$ cat src/rtl/udp_arb_pkg.sv
// Shared types and helpers for the UDP TX packet arbiters.
package udp_arb_pkg;

    typedef enum logic {
        ARB_IDLE   = 1'b0,
        ARB_LOCKED = 1'b1
    } arb_state_t;

endpackage : udp_arb_pkg

$ cat src/rtl/rr_priority_pick.sv
// Round-robin pick: first asserted request scanning last+1, last+2, ... modulo N.
module rr_priority_pick #(
    parameter int unsigned N = 4
) (
    input  logic [N-1:0]                         req,
    input  logic [((N > 1) ? $clog2(N) : 1)-1:0] last,
    output logic                                 found,
    output logic [((N > 1) ? $clog2(N) : 1)-1:0] idx
);

    localparam int unsigned IW = (N > 1) ? $clog2(N) : 1;

    logic [2*N-1:0] dbl;
    logic [N-1:0]   rot;

    // Doubling the vector turns the rotate into a plain shift; bit 0 of rot is index last+1.
    always_comb begin
        dbl   = {req, req};
        rot   = N'(dbl >> (32'(last) + 32'd1));
        found = 1'b0;
        idx   = '0;
        for (int unsigned i = 0; i < N; i++) begin
            if (rot[i] && !found) begin
                found = 1'b1;
                idx   = IW'((32'(last) + 32'd1 + 32'(i)) % 32'(N));
            end
        end
    end

endmodule : rr_priority_pick

$ cat src/rtl/udp_tx_rr_arbiter.sv
// Packet-granular round-robin arbiter sharing the 64-bit TX FIFO among UDP packet builders.
module udp_tx_rr_arbiter
    import udp_arb_pkg::*;
#(
    parameter int unsigned NUM_SRC    = 4,
    parameter int unsigned DATA_WIDTH = 64,
    parameter int unsigned CNT_WIDTH  = 32
) (
    input  logic                          axis_clk,
    input  logic                          axis_rstn,
    input  logic [NUM_SRC-1:0]            s_axis_valid,
    input  logic [NUM_SRC*DATA_WIDTH-1:0] s_axis_data,
    input  logic [NUM_SRC-1:0]            s_axis_last,
    output logic [NUM_SRC-1:0]            s_axis_ready,
    output logic                          m_axis_valid,
    output logic [DATA_WIDTH-1:0]         m_axis_data,
    output logic                          m_axis_last,
    input  logic                          m_axis_ready,
    output logic [$clog2(NUM_SRC)-1:0]    grant_id,
    output logic                          busy,
    output logic [CNT_WIDTH-1:0]          pkt_count
);

    localparam int unsigned IW = $clog2(NUM_SRC);

    arb_state_t           state_q, state_d;
    logic [IW-1:0]        grant_q, grant_d;
    logic [IW-1:0]        last_q, last_d;
    logic [CNT_WIDTH-1:0] cnt_q, cnt_d;
    logic                 pick_found;
    logic [IW-1:0]        pick_idx;

    rr_priority_pick #(
        .N (NUM_SRC)
    ) u_pick (
        .req   (s_axis_valid),
        .last  (last_q),
        .found (pick_found),
        .idx   (pick_idx)
    );

    always_ff @(posedge axis_clk) begin
        if (!axis_rstn) begin
            state_q <= ARB_IDLE;
            grant_q <= '0;
            last_q  <= IW'(NUM_SRC - 1);
            cnt_q   <= '0;
        end else begin
            state_q <= state_d;
            grant_q <= grant_d;
            last_q  <= last_d;
            cnt_q   <= cnt_d;
        end
    end

    // Outputs are gated by reset so a packet in flight is cut off during the reset cycle.
    always_comb begin
        state_d      = state_q;
        grant_d      = grant_q;
        last_d       = last_q;
        cnt_d        = cnt_q;
        m_axis_valid = 1'b0;
        m_axis_data  = '0;
        m_axis_last  = 1'b0;
        s_axis_ready = '0;
        unique case (state_q)
            ARB_IDLE: begin
                if (pick_found) begin
                    grant_d = pick_idx;
                    state_d = ARB_LOCKED;
                end
            end
            ARB_LOCKED: begin
                m_axis_valid          = s_axis_valid[grant_q] && axis_rstn;
                m_axis_data           = s_axis_data[32'(grant_q)*DATA_WIDTH +: DATA_WIDTH];
                m_axis_last           = s_axis_last[grant_q];
                s_axis_ready[grant_q] = m_axis_ready && axis_rstn;
                if (m_axis_valid && m_axis_ready && m_axis_last) begin
                    last_d  = grant_q;
                    cnt_d   = cnt_q + CNT_WIDTH'(1);
                    state_d = ARB_IDLE;
                end
            end
            default: state_d = ARB_IDLE;
        endcase
    end

    assign grant_id  = grant_q;
    assign busy      = (state_q == ARB_LOCKED) && axis_rstn;
    assign pkt_count = cnt_q;

endmodule : udp_tx_rr_arbiter

$ cat config.mk
export PLATFORM = sky130hd
export DESIGN_NAME = udp_tx_rr_arbiter
export DESIGN_NICKNAME = d
export VERILOG_FILES = /design/src/rtl/udp_arb_pkg.sv /design/src/rtl/rr_priority_pick.sv /design/src/rtl/udp_tx_rr_arbiter.sv
export SDC_FILE = /design/constraint.sdc
export NUM_CORES = 1
export LEC_CHECK = 0
export CORE_AREA = 2 2 145 147
export CTS_BUF_LIST = sky130_fd_sc_hd__clkbuf_8
export DETAILED_ROUTE_END_ITERATION = 10
export DIE_AREA = 0 0 147 149
export GPL_TIMING_DRIVEN = 0
export HOLD_SLACK_MARGIN = 0.02
export PLACE_DENSITY = 0.68
export SYNTH_ARGS = -nofsm -noshare
export SYNTH_HDL_FRONTEND = slang
export SYNTH_HIERARCHICAL = 1
export SYNTH_SLANG_ARGS = --single-unit
$ cat constraint.sdc
create_clock -name axis_clk -period 2.4 [get_ports axis_clk]
set_input_delay 0.36 -clock axis_clk [delete_from_list [all_inputs] [get_ports axis_clk]]
set_output_delay 0.36 -clock axis_clk [all_outputs]
set_load 0.02 [all_outputs]
== Word level (Yosys, flattened, before mapping) ==
Index checks and enable logic that the tools add are counted.

* Flip-flop bits (word level): 37
* Bits of input ports: 267
* Output and inout port bits: 105
* Word-level logic and storage cells: 50

* Add/sub/neg operators: 5
* Order comparisons: 2
* Shift operators: 2
* Mux-type cells: 21
* Bitwise operators: 2
* Reductions and logical operators: 14

{| class="wikitable"
|+ Operator list
! cell !! count
|-
| variable part select 256 x 9 -> 64 bit || 1
|-
| 2-to-1 mux 64 bit || 1
|-
| adder 32 x 1 -> 32 bit (second input constant) || 1
|-
| 2-to-1 mux 1 bit || 11
|-
| logical AND 1 bit || 9
|-
| 2-to-1 mux 2 bit || 4
|-
| >> shifter 8 x 3 -> 4 bit || 1
|-
| adder 2 bit (second input constant) || 2
|-
| AND 4 bit || 1
|-
| binary-select mux 1 bit (select 2 bit) || 2
|-
| 2-to-1 mux 4 bit || 1
|-
| AND reduction 2 bit || 2
|-
| adder 2 x 1 -> 3 bit (second input constant) || 1
|-
| logical NOT 1 bit || 3
|-
| < comparator 2 x 3 -> 1 bit (second input constant) || 1
|-
| adder 2 x 1 -> 2 bit (second input constant) || 1
|-
| demux 1 bit (select 2 bit) || 1
|-
| greater-or-equal comparator 2 x 1 -> 1 bit (second input constant) || 1
|-
| case mux 1 bit (2 select lines) || 1
|-
| NOT 1 bit || 1
|}

== Logic depth before layout (Yosys ltp) ==
Gate-level depths: netlist of the first run.

* Depth after elaboration: 14
* Depth in mapped cells: 6

== Hierarchy ==
The synthesis of the first run kept the hierarchy.

{| class="wikitable"
|+ By module, submodules not included
! module !! times used !! cells each !! area each (µm²) !! sequential area each (µm²)
|-
| udp_tx_rr_arbiter || 1 || 381 || 3890.0 || 740.7
|-
| rr_priority_pick || 1 || 14 || 81.3 || 0.0
|}

== Least setup slack after synthesis of the first run ==
No wires, ideal clock.

* Kind: flip-flop to output port
* Start: reg grant_q[0] (netlist: grant_id[0])
* End: out m_axis_data[59]
* Data arrival time: 1.737 ns
* Slack: 0.303 ns
* Stages on the path, launching flop included: 5
* Path buffers: 2
* Path through: dfxtp_1 > buf_4 > clkbuf_1 > mux4_2 > and2_1

* Longest elaborated chain between the ends: 2

{| class="wikitable"
|+ Ends and longest elaborated chain
! what !! line !! source
|-
| start, declared || udp_tx_rr_arbiter.sv:27 || <nowiki>logic [IW-1:0] grant_q, grant_d;</nowiki>
|-
| start signal, assigned || udp_tx_rr_arbiter.sv:50 || <nowiki>grant_q <= grant_d;</nowiki>
|-
| variable part select 256 x 9 -> 64 bit || udp_tx_rr_arbiter.sv:75 || <nowiki>m_axis_data = s_axis_data[32'(grant_q)*DATA_WIDTH +: DATA_WIDTH];</nowiki>
|-
| 2-to-1 mux 64 bit || udp_tx_rr_arbiter.sv:66 || <nowiki>unique case (state_q)</nowiki>
|-
| end, declared || udp_tx_rr_arbiter.sv:16 || <nowiki>output logic [DATA_WIDTH-1:0] m_axis_data,</nowiki>
|}

Every way passes these cells.

== Worst setup path in the final report of the first run ==
* Start: reg grant_q[0] (netlist: grant_id[0])
* End: out m_axis_data[57]

Same word-level chain as after synthesis.

==> impl_results.md, run 1 <==
* Outcome: complete, no violations
* CTS Buffer Depth at 2
* Fin util at between 40 and 50%
* FF+latch count, synth at 37
* Post-synthesis adder-cell area fraction at less than 1%
* # setup viols final at 0
* MaxCap Viol Count at 0
* Num ports at roughly 370
* # DRC at 0
* Worst slew margin at 66.8%
* ANT nets after route at 0
* Final hold violations at 0
* CTS sink count at 37
* Pwr Total at 2.42 mW
* Final setup skew at approximately 8.0 ps
* Per-cell routed wire length at approximately 23 um
* WP data required at ~2000 ps
* Post-synthesis simple-gate area fraction at approximately 28%
* RePlAce Congestion at ~0.85
* Final net count at about 1000
* Avg Cell Area, Syn at 10.1 um2
* TritonCTS clock tree: built
* Final period util at 98.3%
* Main combinational cell family by area after synthesis: multiplexers
* Peak Freq at 0.424 GHz
* Unrepaired setup endpoints after global routing: no
* Yosys cell types at 34
* Register area share after synthesis at 18.7%
* Starting Density at 19.3%
* Finished Layout Cells at around 1100
* Crit path arrival time at ~2000 ps
* Die Height at approximately 150 um
* Mux cell area share after synthesis at ~43%
* Via density at about 4.8
* Iter 0 DRT Violations at around 240
* Worst slack at placement at -341 ps
* Vias in the first global route at 4953
* Syn Nets at around 660
* Final-report max-slew violation count at 0
* GRT Total Usage at between 20% and 30%
* Clk_lat worst skew at a little over 300 ps
* Initial antenna violation count at 7
* Die area at roughly 22000 um2
* DP Wirelength at about 20000 um
* Share of cells above drive strength 1 at 17.8%
* Complex-gate fraction of the synthesized area at approximately 4.5%
* Synth Area in XOR/XNOR at less than 1%
* Static leakage at approximately 3.0 nW
* Syn. warnings at 6
* Power per cell area at ~300 nW/um2
* Drt pass-1 iters at 4
* Chip width at 147 um
* Fin area at between 8000 and 9000 um2
* Placement Rows at 53
* Post-route setup slack at 40.1 ps
* Largest net degree at the start of global routing at 13
* Core area at slightly above 20000 um2
* Hold crit path type: flip-flop to flip-flop
* Critical-path maximum fanout at 10
* Tmin final at 2360 ps
* Post-Syn Instances at 395
* CTS root buffer: clkbuf_8
* Crit. End Element: output pin
* Sequential Area at 746 um2
* Filler Cells Inserted at roughly 2000
* CTS clock-pin slew for the worst setup and hold paths at 80 ps
* Crit start category: flip-flop
* Crit Path Class: flip-flop to output pin
* Worst Tran Pin Value at 498 ps
* Final WL at roughly 24000 um
* Placed cells at around 1000
* H-tree levels at 2
* Total CTS buffers at 5
* Diode count at 0
* Worst-case hold slack at approximately 470 ps
* GR Overflow Total at 0
* Max IR drop VDD at approximately 0.17 mV
* Vias after detailed routing at 5023
* Multi-input gate area in the final layout at 3050 um2
* Synthesis-to-layout area growth at 108%
* First-pass GRT wire length at approximately 34000 um
* Cell Area, Synth at 3970 um2
* Setup_tns at 0 ps
* Post-DP Area at between 8000 and 9000 um2
* Input/output buffers at 371
-- cell usage after synthesis --
master	instances	share of area, %
a21oi_1	14	1.8
a31oi_1	1	0.16
and2_1	68	11
and3_1	6	0.95
and4_1	7	1.5
buf_1	3	0.28
buf_2	11	1.4
buf_4	1	0.19
clkbuf_1	23	2.2
clkinv_1	1	0.094
dfxtp_1	37	19
ha_1	1	0.32
inv_1	4	0.38
mux2i_1	22	5.5
mux4_2	66	37
nand2_1	32	3.0
nand2b_1	16	2.5
nand3_1	11	1.4
nand4_1	13	2.0
nand4b_1	1	0.22
nor2_1	12	1.1
nor2b_1	2	0.32
nor3_1	1	0.13
nor3b_1	1	0.19
nor4_1	13	2.0
o211a_1	1	0.25
o21ai_0	3	0.38
o221ai_2	1	0.38
o31ai_1	7	1.3
o41ai_1	1	0.22
or3_1	3	0.47
or4_1	8	1.5
xnor2_1	1	0.22
xor2_1	3	0.66
-- report_power, final --
group	internal, mW	switching, mW	leakage (nW)
registers	0.618	0.00890	0.299
clock network	0.201	0.255	0.0439
logic	0.825	0.515	2.62
total	1.64	0.779	2.96
-- cell families after synthesis --
family	count (synthesis)
adders and majority gates	1
muxes	88
buffers and inverters	43
DFF	37
AOI/OAI and AO/OA	28
and+or+nand+nor	194
xor gates and xnor gates	4
-- per-layer routing --
layer,vias to the layer above,track usage (%),wire length (um)
li1,2302,-,-
met1,2441,25.9,9420
met2,247,38.9,12700
met3,29,3.91,1560
met4,4,2.50,297
met5,-,0,27
-- worst max-delay path: stages, from the launching register on --
cell and delay [ps]:
dfxtp_4 400, buf_16 150, buf_12 150, mux4_2 520
and2_1 180, clkdlybuf4s15_1 290
-- sequential cells by signal, summed over array words and instances (netlist names) --
name / count
grant_id: 2
pkt_count: 32
last_q: 2
state_q: 1
-- layout by cell type, fill, tap and decap left out, types with 13 or more instances in the layout --
| master | instances |
|---|---|
| a21oi_1 | 14 |
| and2_1 | 68 |
| clkbuf_2 | 23 |
| clkdlybuf4s15_1 | 21 |
| clkdlybuf4s50_1 | 303 |
| dfxtp_1 | 35 |
| dlygate4sd2_1 | 20 |
| mux2i_1 | 22 |
| mux4_2 | 66 |
| nand2_1 | 32 |
| nand2b_1 | 16 |
| nand4_1 | 13 |
| nor4_1 | 13 |
-- final timing paths --
kind,startpoint,endpoint,slack [ps],cells past startpoint
setup / recovery,grant_id[0],m_axis_data[57],40,5
hold / removal,pkt_count[31],pkt_count[31],470,1
setup reg to reg,grant_id[0],pkt_count[18],190,8
hold reg to reg,pkt_count[31],pkt_count[31],470,1
-- area by class of cell --
type | instances | share of cell area [%]
tap | 275 | 4.17
clock inverter | 3 | 0.212
multi-input combinational | 315 | 37.0
timing repair buffer | 380 | 44.8
sequential | 37 | 9.03
clock buffer | 5 | 0.833
inverter | 5 | 0.227
buffer | 37 | 3.73
-- repair_timing --
item,CTS,global route
pin swaps,0,0
setup endpoints to repair,70,54
cloned,2,1
hold buffers,0,0
buffers inserted,2,4
gates resized for setup,144,61
(Power assumes the default switching activity.)
==> run 2: changes to the inputs <==
- CAP_MARGIN: default -> 20
- SLEW_MARGIN: default -> 20
==> results of run 2 <==
Final layout, timing and power as in run 1 (identical DEF).
